$ cat config.mk
export PLATFORM = sky130hd
export DESIGN_NAME = conv1_pxl_streamer
export DESIGN_NICKNAME = d
export VERILOG_FILES = /design/src/rtl/conv1_pxl_streamer.sv
export SDC_FILE = /design/constraint.sdc
export NUM_CORES = 1
export LEC_CHECK = 0
export ABC_CLOCK_PERIOD_IN_PS = 6300
export CORE_UTILIZATION = 50
export CTS_CLUSTER_SIZE = 8
export DETAILED_ROUTE_END_ITERATION = 12
export GPL_TIMING_DRIVEN = 0
export HOLD_SLACK_MARGIN = 0.02
export PLACE_DENSITY = 0.79
export RECOVER_POWER = 25
export SYNTH_ARGS = -nofsm -noshare
export SYNTH_HDL_FRONTEND = slang
export SYNTH_SLANG_ARGS = --single-unit
export TNS_END_PERCENT = 5
$ cat constraint.sdc
create_clock -name pxl_clk -period 6.3 [get_ports pxl_clk]
set_clock_uncertainty 0.05 [all_clocks]
set_input_delay 1.26 -clock pxl_clk [delete_from_list [all_inputs] [get_ports pxl_clk]]
set_output_delay 1.26 -clock pxl_clk [all_outputs]
set_load 0.02 [all_outputs]
$ cat src/rtl/conv1_pxl_streamer.sv
// conv1_pxl_streamer: raster-order frame source for the layer-1 conv/pool input.
// Issues SRAM reads, then presents pixels one cycle later with sof/eol/eof/done.
module conv1_pxl_streamer #(
  parameter int IMG_W    = 32,
  parameter int IMG_H    = 32,
  parameter int DATA_W   = 8,
  parameter int ADDR_W   = 10,
  parameter int LINE_GAP = 0
) (
  input  logic              pxl_clk,
  input  logic              pxl_rst_b,
  input  logic              start_i,
  input  logic              abort_i,
  output logic              sram_rd_en_o,
  output logic [ADDR_W-1:0] sram_addr_o,
  input  logic [DATA_W-1:0] sram_rdata_i,
  output logic              sof_o,
  output logic              data_valid_o,
  output logic [DATA_W-1:0] pxl_data_o,
  output logic              eol_o,
  output logic              eof_o,
  output logic              busy_o,
  output logic              done_o
);

  localparam int CW = (IMG_W > 1) ? $clog2(IMG_W) : 1;
  localparam int RW = (IMG_H > 1) ? $clog2(IMG_H) : 1;
  localparam logic [CW-1:0] COL_LAST = CW'(IMG_W - 1);
  localparam logic [RW-1:0] ROW_LAST = RW'(IMG_H - 1);
  localparam logic [3:0] GAP_LAST =
    (LINE_GAP > 0) ? 4'(LINE_GAP - 1) : 4'd0;

  typedef enum logic [2:0] {
    S_IDLE,
    S_SOF,
    S_STREAM,
    S_GAP,
    S_DRAIN
  } state_e;

  state_e            state_q, state_d;
  logic              rd_en_q, rd_en_d;
  logic [ADDR_W-1:0] addr_q, addr_d;
  logic [CW-1:0]     col_q, col_d;
  logic [RW-1:0]     row_q, row_d;
  logic [3:0]        gap_q, gap_d;
  logic              dv_q, dv_d;
  logic              eol_q, eol_d;
  logic              eof_q, eof_d;
  logic              line_last;
  logic              frame_last;
  logic              rd_eol;
  logic              rd_eof;

  // Next-state, read-side issue and one-cycle data-side delay
  always_comb begin
    line_last  = (col_q == COL_LAST);
    frame_last = (row_q == ROW_LAST);
    rd_eol     = rd_en_q & line_last;
    rd_eof     = rd_eol & frame_last;
    state_d    = state_q;
    rd_en_d    = 1'b0;
    addr_d     = addr_q;
    col_d      = col_q;
    row_d      = row_q;
    gap_d      = gap_q;
    dv_d       = rd_en_q;
    eol_d      = rd_eol;
    eof_d      = rd_eof;
    unique case (state_q)
      S_IDLE: begin
        if (start_i) begin
          state_d = S_SOF;
          rd_en_d = 1'b1;
          addr_d  = '0;
          col_d   = '0;
          row_d   = '0;
          gap_d   = '0;
        end
      end
      S_SOF, S_STREAM: begin
        if (!line_last) begin
          state_d = S_STREAM;
          rd_en_d = 1'b1;
          addr_d  = addr_q + ADDR_W'(1);
          col_d   = col_q + CW'(1);
        end else if (frame_last) begin
          state_d = S_DRAIN;
        end else if (LINE_GAP > 0) begin
          state_d = S_GAP;
          gap_d   = '0;
        end else begin
          state_d = S_STREAM;
          rd_en_d = 1'b1;
          addr_d  = addr_q + ADDR_W'(1);
          col_d   = '0;
          row_d   = row_q + RW'(1);
        end
      end
      S_GAP: begin
        if (gap_q == GAP_LAST) begin
          state_d = S_STREAM;
          rd_en_d = 1'b1;
          addr_d  = addr_q + ADDR_W'(1);
          col_d   = '0;
          row_d   = row_q + RW'(1);
        end else begin
          gap_d = gap_q + 4'd1;
        end
      end
      S_DRAIN: begin
        state_d = S_IDLE;
        addr_d  = '0;
        col_d   = '0;
        row_d   = '0;
        gap_d   = '0;
      end
      default: begin
        state_d = S_IDLE;
      end
    endcase
    if (abort_i) begin
      state_d = S_IDLE;
      rd_en_d = 1'b0;
      addr_d  = '0;
      col_d   = '0;
      row_d   = '0;
      gap_d   = '0;
    end
  end

  // State, counters and both pipeline stages
  always_ff @(posedge pxl_clk or negedge pxl_rst_b) begin
    if (!pxl_rst_b) begin
      state_q <= S_IDLE;
      rd_en_q <= 1'b0;
      addr_q  <= '0;
      col_q   <= '0;
      row_q   <= '0;
      gap_q   <= '0;
      dv_q    <= 1'b0;
      eol_q   <= 1'b0;
      eof_q   <= 1'b0;
    end else begin
      state_q <= state_d;
      rd_en_q <= rd_en_d;
      addr_q  <= addr_d;
      col_q   <= col_d;
      row_q   <= row_d;
      gap_q   <= gap_d;
      dv_q    <= dv_d;
      eol_q   <= eol_d;
      eof_q   <= eof_d;
    end
  end

  assign sram_rd_en_o = rd_en_q;
  assign sram_addr_o  = addr_q;
  assign sof_o        = (state_q == S_SOF);
  assign busy_o       = (state_q != S_IDLE);
  assign done_o       = (state_q == S_DRAIN) & ~abort_i;
  assign data_valid_o = dv_q;
  assign eol_o        = eol_q;
  assign eof_o        = eof_q;
  assign pxl_data_o   = dv_q ? sram_rdata_i : '0;

endmodule

Word-level counts from Yosys, hierarchy flattened
Cells that the tools add are included.

storage, ports and cells
  flip-flop bits (word level) = 31
  bits of input ports = 12
  output and inout port bits = 25
  logic and storage cells = 73

operators by class
  $add $sub $neg = 4
  equal/unequal tests = 12
  muxes and demuxes = 34
  bitwise logic cells = 4
  reductions and logical operators = 10

operator list
  cell                   count
  $mux 10                5
  $mux 5                 9
  $pmux 10 s4            1
  $pmux 5 s4             2
  $mux 3                 5
  $ne 3x3->1 const B     5
  $mux 4                 3
  $pmux 4 s3             1
  $add 10x1->10 const B  1
  $add 5x1->5 const B    2
  $eq 5x5->1 const B     2
  $pmux 3 s3             1
  $mux 8                 1
  $eq 3x2->1 const B     2
  $mux 1                 5
  $reduce_and 5->1       1
  $reduce_bool 5->1      1
  $add 4x1->4 const B    1
  $logic_not 4->1        1
  $ne 4x4->1 const B     1
  $reduce_and 4->1       1
  $reduce_bool 4->1      1
  $and 1x1->1            3
  $eq 3x1->1 const B     1
  other kinds (8)        8

Depth between registers and ports, before layout
Gate-level depths: netlist of run 1.

  word-level depth = 5
  gate-level depth with buffers = 9
  mapped depth without buffers = 8

Worst setup path after synthesis of run 1
Ideal clock, no wire load.

  path kind = in2out
  from = input port abort_i
  to = output port done_o
  arrival time = 2,017 ps
  required time = 4,990 ps
  slack = 2,973 ps
  cell stages on the path = 2
  cells stage by stage = clkbuf_1 -> nor3b_1

between the ends
  word-level cells in the longest chain between the ends = 2

ends and longest elaborated chain
  item                RTL line  text
  start: declaration  13        input logic abort_i,
  $not 1->1           161       assign done_o = (state_q == S_DRAIN) & ~abort_i;
  $and 1x1->1         161
  end: declaration    23        output logic done_o

No other way between the ends.

Worst setup path after layout of run 1
Ends and elaborated chain as after synthesis.

==> run metrics, run 1 <==
critical path type in -> out; drt first pass iters 4; Period minus WS final 4.22 ns; Netlist cell types 36; slowest cell delay on critical path 0.64 ns; # IOs 37; P_leak 0.981 nW; Worst VDD drop 0.000171 V; PostCTS Resize Cnt 0; Slowest-stage cell, CP clkdlybuf4s50_1; Antenna Nets Post-Route 0; DP HPWL 2890 um; setup TNS 0 ns; Rows 20; worst slew pin tran 1.65 ns; layout cell share with drive strength beyond 1 0.0749; FF+latch count, synth 31; CP endpoint kind output port; core area 0.00313 mm^2; Synthesis Warnings 0; vias per cell 5.62; Cells after Synth 183; RSZ-0062 raised after global routing false; synthesized area 0.00169 mm^2; clk root buf clkbuf_4; count of pins over their slew limit 32; Avg Cell Area, Syn 9.24 um^2; drt initial violations 65; gpl congestion 0.791; worst endpoint data arrival time 2.91 ns; Peak Freq 237 MHz; clock latency on the worst-skew pair 0.32 ns; Antenna Diode Count 0; clk sinks 31; Port Buffers 36; Total Power 412 uW; die area 0.00362 mm^2; setup violators final 0; Startpoint Class input pin; pin count of the biggest net entering global routing 32; MaxCap Viol Count 1; via count of the first global-routing pass 1,418; post-CTS setup buffer count 0; worst hold-check path type reg -> reg; fin crit share 0.670; die span in y 60.2 um; first-pass GRT wire length 6330 um; Mapped Nets 203; TritonCTS Buffers 5; Reg clk slew, reported paths 0.10 ns; DRT Wirelength 3850 um; # hold bufs at CTS 0; Fin. Hold Viols 0; gr usage total 0.239; CTS tree yes; register area 776 um^2; Area growth, synth to finish 28.3%; CP cell instances clkdlybuf4s50_1 > clkbuf_1 > nor3b_1 > clkdlybuf4s50_1; H-tree depth 2; DIE WIDTH 60.2 um; failing checks capacitance limit, slew limit; Nets 246; DRC violations left 0; WL/cell 14.2 um; final design utilization 0.694; Max Root-Sink Buffers 2; Cell Pwr Density 190 mW/mm^2; Crit Path Max Fanout 10; Initial Util 0.541; Max-slew headroom -0.0967; multi-input logic area 858 um^2; Via Count 1,522; Fillers 260; grt total ovfl 0; WP data required 4.99 ns; Seq/Total Area, Yosys 0.459; antenna violations before repair 0; Worst path most repeated cell clkdlybuf4s50_1; status finished with violations
[cell usage in the layout (no fill, tap or decap), drive strengths merged, types with 2 or more instances in the layout]
cell           instances
a21oi                  8
inv                    3
o21ai                 24
or3                    5
clkdlybuf4s50         35
nand2b                 4
nand2                 18
xor2                   3
buf                    6
and3                   8
ha                     8
clkbuf                10
nand4                  3
nor3b                  2
and2                   9
nand3b                 2
nor2                  14
nor3                   2
nand3                 13
o31ai                  4
or4                    2
dfrtp                 31
[cell families (layout without fill, tap and decap cells)]
group	after synthesis	in the layout	share of synthesized area
adders and majority gates	8	8	0.0592
AOI/OAI and AO/OA	44	44	0.162
xor gates and xnor gates	3	3	0.0155
buffers and inverters	10	54	0.0340
DFF	31	31	0.459
and+or+nand+nor	87	87	0.271
[sequential cells by signal (all words and copies together), names as in the netlist]
register and flops:
row_q 5, eof_o 1, sram_addr_o 10, sram_rd_en_o 1, gap_q 4, data_valid_o 1
eol_o 1, col_q 5, state_q 3
[critical path, delay by kind of cell]
kind	cells	cell delay, ns
buffers and inverters	3	1.36
and+or+nand+nor	1	0.29
[report_power, final]
group	internal [mW]	total, mW	switching, mW	leakage [nW]
logic	0.0311	0.0710	0.0399	0.515
registers	0.204	0.209	0.00500	0.427
clock network	0.0656	0.132	0.0666	0.0386
[cell type report]
| type | count | area share |
|---|---|---|
| multi-input cells | 142 | 0.396 |
| flip-flops and latches | 31 | 0.358 |
| repair buffers | 36 | 0.163 |
| clock buffers | 8 | 0.0317 |
| well taps | 44 | 0.0254 |
| plain buffers | 7 | 0.0213 |
| inverters | 3 | 0.00519 |
[worst paths after layout]
kind	from	endpoint	slack, ns	cells after the start
worst max-delay path	abort_i	done_o	2.08	4
worst min-delay path	sram_rd_en_o	data_valid_o	0.37	0
worst max register to register	gap_q[0]	sram_addr_o[2]	3.99	9
worst min register to register	sram_rd_en_o	data_valid_o	0.37	0
max in group asynchronous	pxl_rst_b	col_q[0]	3.95	1
min in group asynchronous	pxl_rst_b	gap_q[1]	1.29	1
[through the flow]
stage               hold WS (ns)  setup WS (ns)  instance area (um^2)  std cells
finish                     0.373           2.08                  2170        271
global route               0.395           2.04                  2170        271
CTS                        0.376           2.08                  2180        271
detailed placement         0.359           2.07                  2110        263
global placement           0.352           2.10                  2110        263
floorplan                  0.387           2.97                  1690        183
[cells in the mapped netlist, drive strengths merged]
master	number	area share
or3b	1	0.0052
nand4	3	0.011
nor2b	1	0.0037
a221oi	1	0.0089
a22o	1	0.0052
nor2	14	0.031
dfrtp	31	0.46
nand3	13	0.038
and3	8	0.030
o31ai	4	0.018
or3	5	0.018
or4	2	0.0089
o21bai	1	0.0067
o211ai	1	0.0044
nor4	1	0.0037
nand3b	2	0.0089
a311oi	1	0.0052
a21o	1	0.0044
nor3	2	0.0059
o221ai	1	0.0089
xor2	3	0.016
nand2	18	0.040
a31oi	1	0.0037
a21oi	8	0.024
nor3b	2	0.0089
inv	3	0.0067
nand2b	4	0.015
and3b	1	0.0052
o21ai	24	0.073
ha	8	0.059
or2	1	0.0037
buf	6	0.025
clkbuf	1	0.0022
and2	9	0.033
[per-layer routing]
layer,vias up,share of wire,track usage
li1,744,-,-
met1,720,0.43,0.295
met2,53,0.49,0.391
met3,5,0.070,0.0758
met4,0,0.011,0.0831
met5,-,0,0
(Power assumes the default switching activity.)
==> run 2, diff against run 1 <==
ABC_CLOCK_PERIOD_IN_PS = 3700   (was 6300)
CORE_UTILIZATION = 45   (was 50)
PLACE_DENSITY = 0.75   (was 0.79)
clock period = 3.7 ns   (was 6.3 ns; I/O delays follow)
==> run metrics, run 2 (synthesis gave the netlist of run 1 again) <==
Worst VDD drop 0.000280 V; die span in y 63.3 um; critical path type in -> out; status finished with violations; Antenna Nets Post-Route 0; CP endpoint kind output port; Via Count 1,507; setup TNS 0 ns; DIE WIDTH 63.3 um; clock power share 0.356; final worst-path setup slack 0.543 ns; drt initial violations 80; core area 0.00347 mm^2; P_leak 0.990 nW; worst slew pin tran 1.60 ns; WP data required 2.91 ns; crit path to done_o; layout cell share with drive strength beyond 1 0.0752; antenna violations before repair 0; fin crit share 0.853; failing checks capacitance limit, slew limit; count of pins over their slew limit 32; MaxCap Viol Count 1; Antenna Diode Count 0; P_int 547 uW; pre-CTS setup slack 0.543 ns; Slowest-stage cell, CP clkdlybuf4s50_1; Period minus WS final 3.16 ns; pin count of the biggest net entering global routing 32; grt total ovfl 0; Sw Share 0.264; reg-to-reg endpoint sram_addr_o[2]; reg2reg setup slack 1.41 ns; Max Root-Sink Buffers 2; CTS tree yes; Total Power 743 uW; DRT Wirelength 3850 um; Initial Util 0.488; Startpoint Class input pin; Fin. Hold Viols 0; worst hold-check path type reg -> reg; Crit Path Max Fanout 10; vias per cell 5.54; Worst path most repeated cell clkdlybuf4s50_1; die area 0.00401 mm^2; Sw Pwr 196 uW; Area growth, synth to finish 29.5%; setup violators final 0; PostCTS Resize Cnt 0; DP HPWL 2950 um; TritonCTS Buffers 5; DRC violations left 0; first-pass GRT wire length 6650 um; Reg clk slew, reported paths 0.06 ns; clk sinks 31; clock latency on the worst-skew pair 0.28 ns; post-CTS setup buffer count 0; Nets 246; gpl congestion 0.791; Rows 21; Layout Cells excl Fill 272; Fillers 312; gr usage total 0.215; FF-to-FF path depth 9; most frequent cells in the layout clkdlybuf4s50_1 (35), dfrtp_1 (31), o21ai_0 (23); Peak Freq 317 MHz; CP startpoint abort_i; Port Buffers 36; CP cell instances clkdlybuf4s50_1 > clkbuf_1 > nor3b_1 > clkdlybuf4s50_1; r2r startpoint gap_q[0]; H-tree depth 2; clk root buf clkbuf_8; Cell Pwr Density 339 mW/mm^2; max reg flops 10; placed cells 265; # IOs 37; slowest cell delay on critical path 0.64 ns; via count of the first global-routing pass 1,432; sequential share of power 0.480; WL/cell 14.1 um; commonest non-fill, non-tap cell in the layout clkdlybuf4s50_1; RSZ-0062 raised after global routing false; worst endpoint data arrival time 2.37 ns; Gate power share 0.164; # hold bufs at CTS 0; Max-slew headroom -0.0667; drt first pass iters 4
run 2: cell count changes in the layout (fill, tap and decap cells not counted):
cell	delta
clkbuf_1	-1
clkbuf_4	-5
clkbuf_8	+4
clkinv_2	+1
run 2: worst max-delay path, delay by kind of cell:
kind | cells | cell delay (ns)
buffers and inverters | 3 | 1.35
AND/OR/NAND/NOR | 1 | 0.28
run 2: cell type report:
type,instances,area [um^2],share of cell area
multi-input cells,142,858,0.392
flip-flops and latches,31,776,0.354
repair buffers,36,354,0.162
clock buffers,6,82.6,0.0377
well taps,46,57.6,0.0263
plain buffers,7,46.3,0.0211
inverters,3,11.3,0.00514
clock inverters,1,5.00,0.00228
run 2: routing by layer:
layer  vias up  GRT usage  share of wire
met5         -          0              0
li1        746          -              -
met3         7     0.0598          0.059
met2        41      0.352           0.49
met1       713      0.271           0.44
met4         0     0.0767          0.015
run 2: power groups by stage:
stage	Clock [mW]	Combinational [mW]	Sequential, mW
final	0.264	0.122	0.357
after global routing	0.279	0.134	0.359
after CTS	0.269	0.123	0.357
after detailed placement	0	0.123	0.363
after global placement	0	0.119	0.362
after floorplan	0	0.0637	0.366
run 2: worst min-delay path by stage:
stage                 startpoint  cells after the start      endpoint  slack [ns]
detailed placement  sram_rd_en_o                      0  data_valid_o        0.36
global route        sram_rd_en_o                      0  data_valid_o        0.39
CTS                 sram_rd_en_o                      0  data_valid_o        0.37
floorplan              pxl_rst_b                      0      col_q[0]        0.39
finish              sram_rd_en_o                      0  data_valid_o        0.36
global placement    sram_rd_en_o                      0  data_valid_o        0.35
run 2: through the flow:
| stage | hold WS (ns) | instance area, um^2 | utilization |
|---|---|---|---|
| detailed placement | 0.355 | 2110 | 0.608 |
| floorplan | 0.387 | 1690 | - |
| CTS | 0.368 | 2200 | 0.633 |
| global route | 0.387 | 2190 | 0.632 |
| finish | 0.363 | 2190 | 0.632 |
| global placement | 0.354 | 2110 | 0.608 |
